--- src/rtl/sync_down_counter_pkg.sv ---
// rtl/sync_down_counter_pkg.sv - shared types and constants for sync_down_counter
//
// Purpose: holds the FSM state encoding and the default counter width.
// Ports:   none (package).
package sync_down_counter_pkg;

  localparam int CNT_WIDTH_DEFAULT = 65;

  typedef enum logic [1:0] {
    IDLE = 2'd0,
    RUN  = 2'd1,
    DONE = 2'd2
  } state_t;

endpackage

--- src/rtl/down_cnt_core.sv ---
// rtl/down_cnt_core.sv - loadable down-counter datapath register with reload mux
//
// Purpose: WIDTH-bit count register plus the reload register. On load both are
//          written with the load value. On a step the count either decrements or
//          is replaced by the reload value. Also provides the q==1 and
//          load_value==0 detects used by the control FSM.
// Ports:
//   clk            - system clock, rising edge
//   reset          - synchronous, active-high reset
//   i_load         - load request (priority over step)
//   i_load_value   - start value
//   i_step         - advance the count this edge
//   i_reload       - with i_step, take the reload value instead of decrementing
//   o_q            - current count (registered)
//   o_q_is_one     - o_q == 1
//   o_load_is_zero - i_load_value == 0
import sync_down_counter_pkg::*;

module down_cnt_core #(
  parameter int WIDTH = CNT_WIDTH_DEFAULT
) (
  input  logic             clk,
  input  logic             reset,
  input  logic             i_load,
  input  logic [WIDTH-1:0] i_load_value,
  input  logic             i_step,
  input  logic             i_reload,
  output logic [WIDTH-1:0] o_q,
  output logic             o_q_is_one,
  output logic             o_load_is_zero
);

  logic [WIDTH-1:0] r_q;
  logic [WIDTH-1:0] r_reload;

  always_ff @(posedge clk) begin
    if (reset) begin
      r_q      <= '0;
      r_reload <= '0;
    end else if (i_load) begin
      r_q      <= i_load_value;
      r_reload <= i_load_value;
    end else if (i_step) begin
      r_q <= i_reload ? r_reload : (r_q - WIDTH'(1));
    end
  end

  assign o_q            = r_q;
  assign o_q_is_one     = (r_q == WIDTH'(1));
  assign o_load_is_zero = (i_load_value == '0);

endmodule

--- src/rtl/sync_down_counter.sv ---
// rtl/sync_down_counter.sv - synchronous loadable down counter with terminal count
//
// Purpose: programmable interval/timeout timer. Load a start value, count down on
//          enabled cycles while in RUN, pulse tc for one cycle on expiry.
//          Build option SYNC_DOWN_COUNTER_AUTO_RELOAD_EN: on expiry reload the
//          last loaded value and keep running (periodic timer). Undefined: one-shot.
// Ports:
//   clk        - system clock, rising edge
//   reset      - synchronous, active-high reset (highest priority)
//   load       - load request, priority over en
//   load_value - start value
//   en         - count enable, used only in RUN
//   q          - current count (registered)
//   busy       - state == RUN
//   done       - state == DONE (sticky until next load or reset)
//   tc         - one-cycle terminal-count pulse (registered)
import sync_down_counter_pkg::*;

module sync_down_counter #(
  parameter int WIDTH = CNT_WIDTH_DEFAULT
) (
  input  logic             clk,
  input  logic             reset,
  input  logic             load,
  input  logic [WIDTH-1:0] load_value,
  input  logic             en,
  output logic [WIDTH-1:0] q,
  output logic             busy,
  output logic             done,
  output logic             tc
);

`ifdef SYNC_DOWN_COUNTER_AUTO_RELOAD_EN
  localparam logic AUTO_RELOAD = 1'b1;
`else
  localparam logic AUTO_RELOAD = 1'b0;
`endif

  state_t r_state;
  state_t w_state_next;
  logic   r_tc;
  logic   w_tc_next;
  logic   w_step;
  logic   w_expire;
  logic   w_q_is_one;
  logic   w_load_is_zero;

  // A step only happens in RUN without a competing load.
  assign w_step   = (r_state == RUN) && en && !load;
  // Expiry: the step that takes the count from 1 to 0 (or back to reload).
  assign w_expire = w_step && w_q_is_one;

  down_cnt_core #(
    .WIDTH(WIDTH)
  ) u_core (
    .clk            (clk),
    .reset          (reset),
    .i_load         (load),
    .i_load_value   (load_value),
    .i_step         (w_step),
    .i_reload       (w_expire && AUTO_RELOAD),
    .o_q            (q),
    .o_q_is_one     (w_q_is_one),
    .o_load_is_zero (w_load_is_zero)
  );

  // State register and tc register
  always_ff @(posedge clk) begin
    if (reset) begin
      r_state <= IDLE;
      r_tc    <= 1'b0;
    end else begin
      r_state <= w_state_next;
      r_tc    <= w_tc_next;
    end
  end

  // Next-state logic
  always_comb begin
    w_state_next = r_state;
    w_tc_next    = 1'b0;
    if (load) begin
      // A zero load expires immediately; a restart never pulses tc for the
      // aborted count.
      w_state_next = w_load_is_zero ? DONE : RUN;
      w_tc_next    = w_load_is_zero;
    end else begin
      case (r_state)
        IDLE: w_state_next = IDLE;
        RUN: begin
          if (w_expire) begin
            w_state_next = AUTO_RELOAD ? RUN : DONE;
            w_tc_next    = 1'b1;
          end
        end
        DONE:    w_state_next = DONE;
        default: w_state_next = IDLE;
      endcase
    end
  end

  // Output decode
  always_comb begin
    busy = (r_state == RUN);
    done = (r_state == DONE);
    tc   = r_tc;
  end

endmodule

--- config.mk ---
export PLATFORM = sky130hd
export DESIGN_NAME = sync_down_counter
export DESIGN_NICKNAME = d
export VERILOG_FILES = /design/src/rtl/sync_down_counter_pkg.sv /design/src/rtl/down_cnt_core.sv /design/src/rtl/sync_down_counter.sv
export SDC_FILE = /design/constraint.sdc
export NUM_CORES = 1
export LEC_CHECK = 0
export CAP_MARGIN = 10
export CORE_ASPECT_RATIO = 1.5
export CORE_MARGIN = 1
export CORE_UTILIZATION = 50
export DETAILED_ROUTE_END_ITERATION = 16
export PLACE_DENSITY = 0.87
export SLEW_MARGIN = 10
export SYNTH_ARGS = -nofsm -noshare
export SYNTH_HDL_FRONTEND = slang
export SYNTH_SLANG_ARGS = --single-unit
--- constraint.sdc ---
create_clock -name clk -period 5.72 [get_ports clk]
set_input_delay 0.572 -clock clk [delete_from_list [all_inputs] [get_ports clk]]
set_output_delay 0.572 -clock clk [all_outputs]
set_load 0.01 [all_outputs]
**Word level (Yosys, flattened, before mapping)**

Cells that the tools add are included.
W data, S select, Z words.

- Register bits after elaboration: 68
- Input port bits: 69
- Output and inout bits: 68
- Word-level logic and storage cells: 23

- $add $sub $neg: 1
- Eq/ne operators: 4
- Muxes and demuxes: 9
- Reduce and logical (&&, ||, !) cells: 6

Operators with widths:

| cell | number |
|---|---|
| $mux W65 | 2 |
| $eq A65 B1 Y1 const B | 1 |
| $logic_not A65 Y1 | 1 |
| $sub A65 B1 Y65 const B | 1 |
| $mux W2 | 3 |
| $pmux W2 S2 | 1 |
| $logic_and A1 B1 Y1 | 3 |
| $mux W1 | 3 |
| $ne A3 B2 Y1 const B | 1 |
| $eq A2 B1 Y1 const B | 1 |
| $eq A2 B2 Y1 const B | 1 |
| $reduce_bool A2 Y1 | 1 |
| $logic_not A1 Y1 | 1 |

**Longest topological paths before layout**

- Word-level depth: 7
- Mapped depth: 9

**Cells and area by module**

Synthesis repeated with hierarchy kept, for this count alone.

- Cells, all modules: 958
- Area, all modules: 7327.0 um2

By module, submodules not included:

| module | times used | cells an instance | area each (um2) | sequential area each (um2) |
|---|---|---|---|---|
| down_cnt_core | 1 | 938 | 7159.4 | 2602.5 |
| sync_down_counter | 1 | 20 | 167.7 | 60.1 |

**Least setup slack after synthesis**

No wires, ideal clock.

- Path kind: register to register
- Start: register r_state[1]
- End: register u_core.r_q[57] (netlist: u_core.o_q[57])
- Library setup time: 91 ps
- Arrival: 2199 ps
- Data required time: 5629 ps
- Path slack: 3430 ps
- Cell stages (with the launch flop): 9
- Period minus slack after synthesis: 2290 ps
- Cells stage by stage: dfxtp_1 > inv_1 > ha_1 > nand2_1 > or3_4 > or3_4 > buf_6 > or3_1 > a311oi_1

- Longest elaborated chain between the ends: 4

RTL lines:

| what | RTL line | source |
|---|---|---|
| start, declared | sync_down_counter.sv:39 | `state_t r_state;` |
| start signal, assigned | sync_down_counter.sv:73 | `r_state <= w_state_next;` |
| $eq A2 B1 Y1 | -- |  |
| named net busy | sync_down_counter.sv:28 | `output logic busy,` |
| $logic_and A1 B1 Y1 (2 in series) | sync_down_counter.sv:49 | `assign w_step = (r_state == RUN) && en && !load;` |
| $reduce_bool A2 Y1 (no source line) | -- |  |
| end signal, assigned | down_cnt_core.sv:41 | `r_q <= i_load_value;` |
| end signal, assigned | down_cnt_core.sv:44 | `r_q <= i_reload ? r_reload : (r_q - WIDTH'(1));` |
| end, declared | down_cnt_core.sv:33 | `logic [WIDTH-1:0] r_q;` |

The timed path passes the listed nets, and every way through them passes these cells.
A chain may end at the register's enable or synchronous reset.

**Worst setup path in the final report**

- Start: register u_core.r_q[8] (netlist: u_core.o_q[8])
- End: register u_core.r_q[56] (netlist: u_core.o_q[56])

- Longest elaborated chain between the ends: 3

RTL lines:

| what | RTL line | source |
|---|---|---|
| $sub A65 B1 Y65 | down_cnt_core.sv:44 |  |
| $mux W65 | down_cnt_core.sv:43 | `end else if (i_step) begin` |
| $mux W65 | down_cnt_core.sv:40 | `end else if (i_load) begin` |

Every way passes these cells. The select of a mux whose other input is x is not followed.

==> qor.yml <==
run_status:
  status: "finished clean"
cts:
  ctsHtreeMaxLevel: 3
  clk_pin_slew_worst_paths_ns: 0.06
  cts_buffers: 9
  clkLatencyLatePin_ns: 0.34
  postCtsSetupRepairBufs: 0
  cts_sinks: 68
  cts_resized: 0
  cts_tree: "yes"
  cts_buffer_depth: 2
  hold_buffers: 0
  cts_root_buf: "clkbuf_16"
synthesis:
  ys_ff_latch: 68
  synth-main-ff-cell: "dfxtp_1"
  synth_nets: 585
  async_flop_share_pct: 0
  synth_edf_count: 0
  ys_top_cells_by_area: "dfxtp_1 33%, xor2_1 7.5%, nor4_1 6.7%"
  ys_seq_area_share_pct: 33.3
  yosysTopAreaCellShare_pct: 33.3
  synth.largest_area_cell: "dfxtp_1"
  synthCells: 512
  synth_common_cells: "70 x nor2_1, 68 x dfxtp_1, 51 x nand2_1"
  postSynthAreaPerCell_um2: 7.98
  synth_most_common_cell: "nor2_1"
  syn_area_um2: 4080
  ys_types: 51
  ys_warn_count: 0
global_routing:
  antenna_found_initial: 0
  gr-usage-all-layers_pct: 33.3
  grt_overflow: 0
  grt_max_degree: 71
  grt_pass1_wl_um: 21300
  grt_pass1_vias: 4327
timing:
  fin_crit_ns: 3.23
  setup_violations: 0
  max_slew_margin_pct: 25.9
  slew_viol_final: 0
  worst_hold_slack_ns: 0.555
  fmax_mhz: 309
  rsz0062_at_grt: "false"
  tightest_slew_ns: 1.10
  hold_viol: 0
  fin_tns_setup_ns: 0
  skew_ns: 0.00738
  min_period_over_period_pct: 56.5
detailed_routing:
  drc: 0
  wl_um: 13900
  wl_per_cell_um: 18.7
  vias: 4507
  ant_nets: 0
  firstDrtPassIters: 5
  drtIter0Drc: 321
  viasPerCell: 6.06
die:
  rows: 40
  initial_utilization_pct: 51.3
  die-area_um2: 8540
  io-pin-count: 137
  die_w_um: 75.8
  fp.dieH_um: 113
  core_area_um2: 7960
place:
  io_buffers: 136
  post-dp-hpwl_um: 10300
  gp_congestion: 0.922
  dp.cells: 728
worst_setup_path:
  path_class: "reg2reg"
  start_kind: "flip-flop"
  crit_buf_inv: 0
  worstSetupEndpointType: "flip-flop"
  max_stage_delay_ns: 0.92
  crit_slowest_cell: "nor4_1"
  worstPathCellList: "or4_1, nand4bb_1, nor4_1, nand2_1, xnor2_1, o21a_1"
  cp.arrival_ns: 3.46
  critical_path.top_delay_family: "simple AND/OR/NAND/NOR gates"
  crit_required_ns: 5.95
  cp_max_fo: 16
cells_and_area:
  syn_to_final_growth_pct: 41.2
  final_cell_count_no_fill: 744
  fin_nets: 707
  fillers: 615
  layout-drive-gt1-share_pct: 6.57
  diodes: 0
power_and_ir_drop:
  peakVddDrop_mv: 0.186
  p_leak_uw: 0.00201
  finalPower_uw: 1420
  p_per_area_nw_per_um2: 247
hold_path:
  min_path_type: "reg2reg"
job:
  timing.max_cap.violations: 0
==> worst min-delay path, cell delays in order (launching register included) <==
cell and delay (ns):
dfxtp_1 0.33, a21oi_1 0.13, nor3b_1 0.06
==> metrics by stage <==
step	instance area, um2	worst slack, ns	util (%)
4_1_cts	5770	2.53	72.5
3_5_place_dp	5460	2.52	68.6
6_report	5770	2.49	72.5
2_1_floorplan	4080	3.43	-
3_3_place_gp	5460	2.57	68.6
5_1_grt	5770	2.34	72.5
==> flip-flops by register name, indices dropped and copies added, names as in the netlist <==
| name | cells |
|---|---|
| r_state | 2 |
| tc | 1 |
| u_core.o_q | 65 |
==> cell type report <==
class,instances,area (um2),share of cell area (%)
timing repair buffer,139,1380,23.9
sequential,68,1360,23.6
multi-input combinational,406,2550,44.3
clock buffer,12,256,4.45
clock inverter,4,47.5,0.824
tap,105,131,2.28
inverter,10,37.5,0.651
==> cell usage in the layout, fill, tap and decap left out, drive strengths merged, types with 3 or more instances in the layout <==
master	netlist	layout
nand2	51	51
nor4	51	51
and3	5	5
nor3	20	20
o21ai	3	3
or4	3	3
dfxtp	68	68
nor2	71	71
inv	10	10
clkbuf	17	12
clkdlybuf4s50	0	135
o22ai	3	3
nor3b	3	3
buf	10	4
a21oi	29	29
a211oi	33	33
or2	4	4
nand3b	5	5
ha	4	4
nand3	16	16
and2	3	3
xor2	35	35
nand4	12	12
xnor2	26	26
or3	9	9
==> kinds of logic after synthesis <==
logic type | synth area share, %
AND/OR/NAND/NOR | 35.2
AO/OA/AOI/OAI | 12.6
flip-flops | 33.3
adder cells (fa/ha/maj) | 1.23
buffers and inverters | 4.14
XOR/XNOR | 13.1
multiplexers | 0.490
==> report_power, final <==
part	leakage, uW	total [uW]	internal (uW)	switching, uW
sequential	0.000563	551	505	45.3
combinational	0.00130	304	154	149
clock	0.000149	570	360	210
==> path summary, 6_finish.rpt <==
kind,startpoint,end,slack [ns],cells past startpoint
max,u_core.o_q[8]$_SDFFE_PP0P_,u_core.o_q[56]$_SDFFE_PP0P_,2.49,6
min reg2reg,r_state[0]$_SDFFE_PP0P_,r_state[0]$_SDFFE_PP0P_,0.56,2
max reg2reg,u_core.o_q[8]$_SDFFE_PP0P_,u_core.o_q[56]$_SDFFE_PP0P_,2.49,6
min,r_state[0]$_SDFFE_PP0P_,r_state[0]$_SDFFE_PP0P_,0.56,2
==> routing by layer <==
metal	GRT usage, %	up-vias	wire, um
li1	-	2111	-
met1	36.0	2119	5050
met2	57.1	216	7240
met3	6.28	61	860
met4	21.0	0	783
met5	0	-	0
No activity file was read; power rests on OpenSTA's default activity.
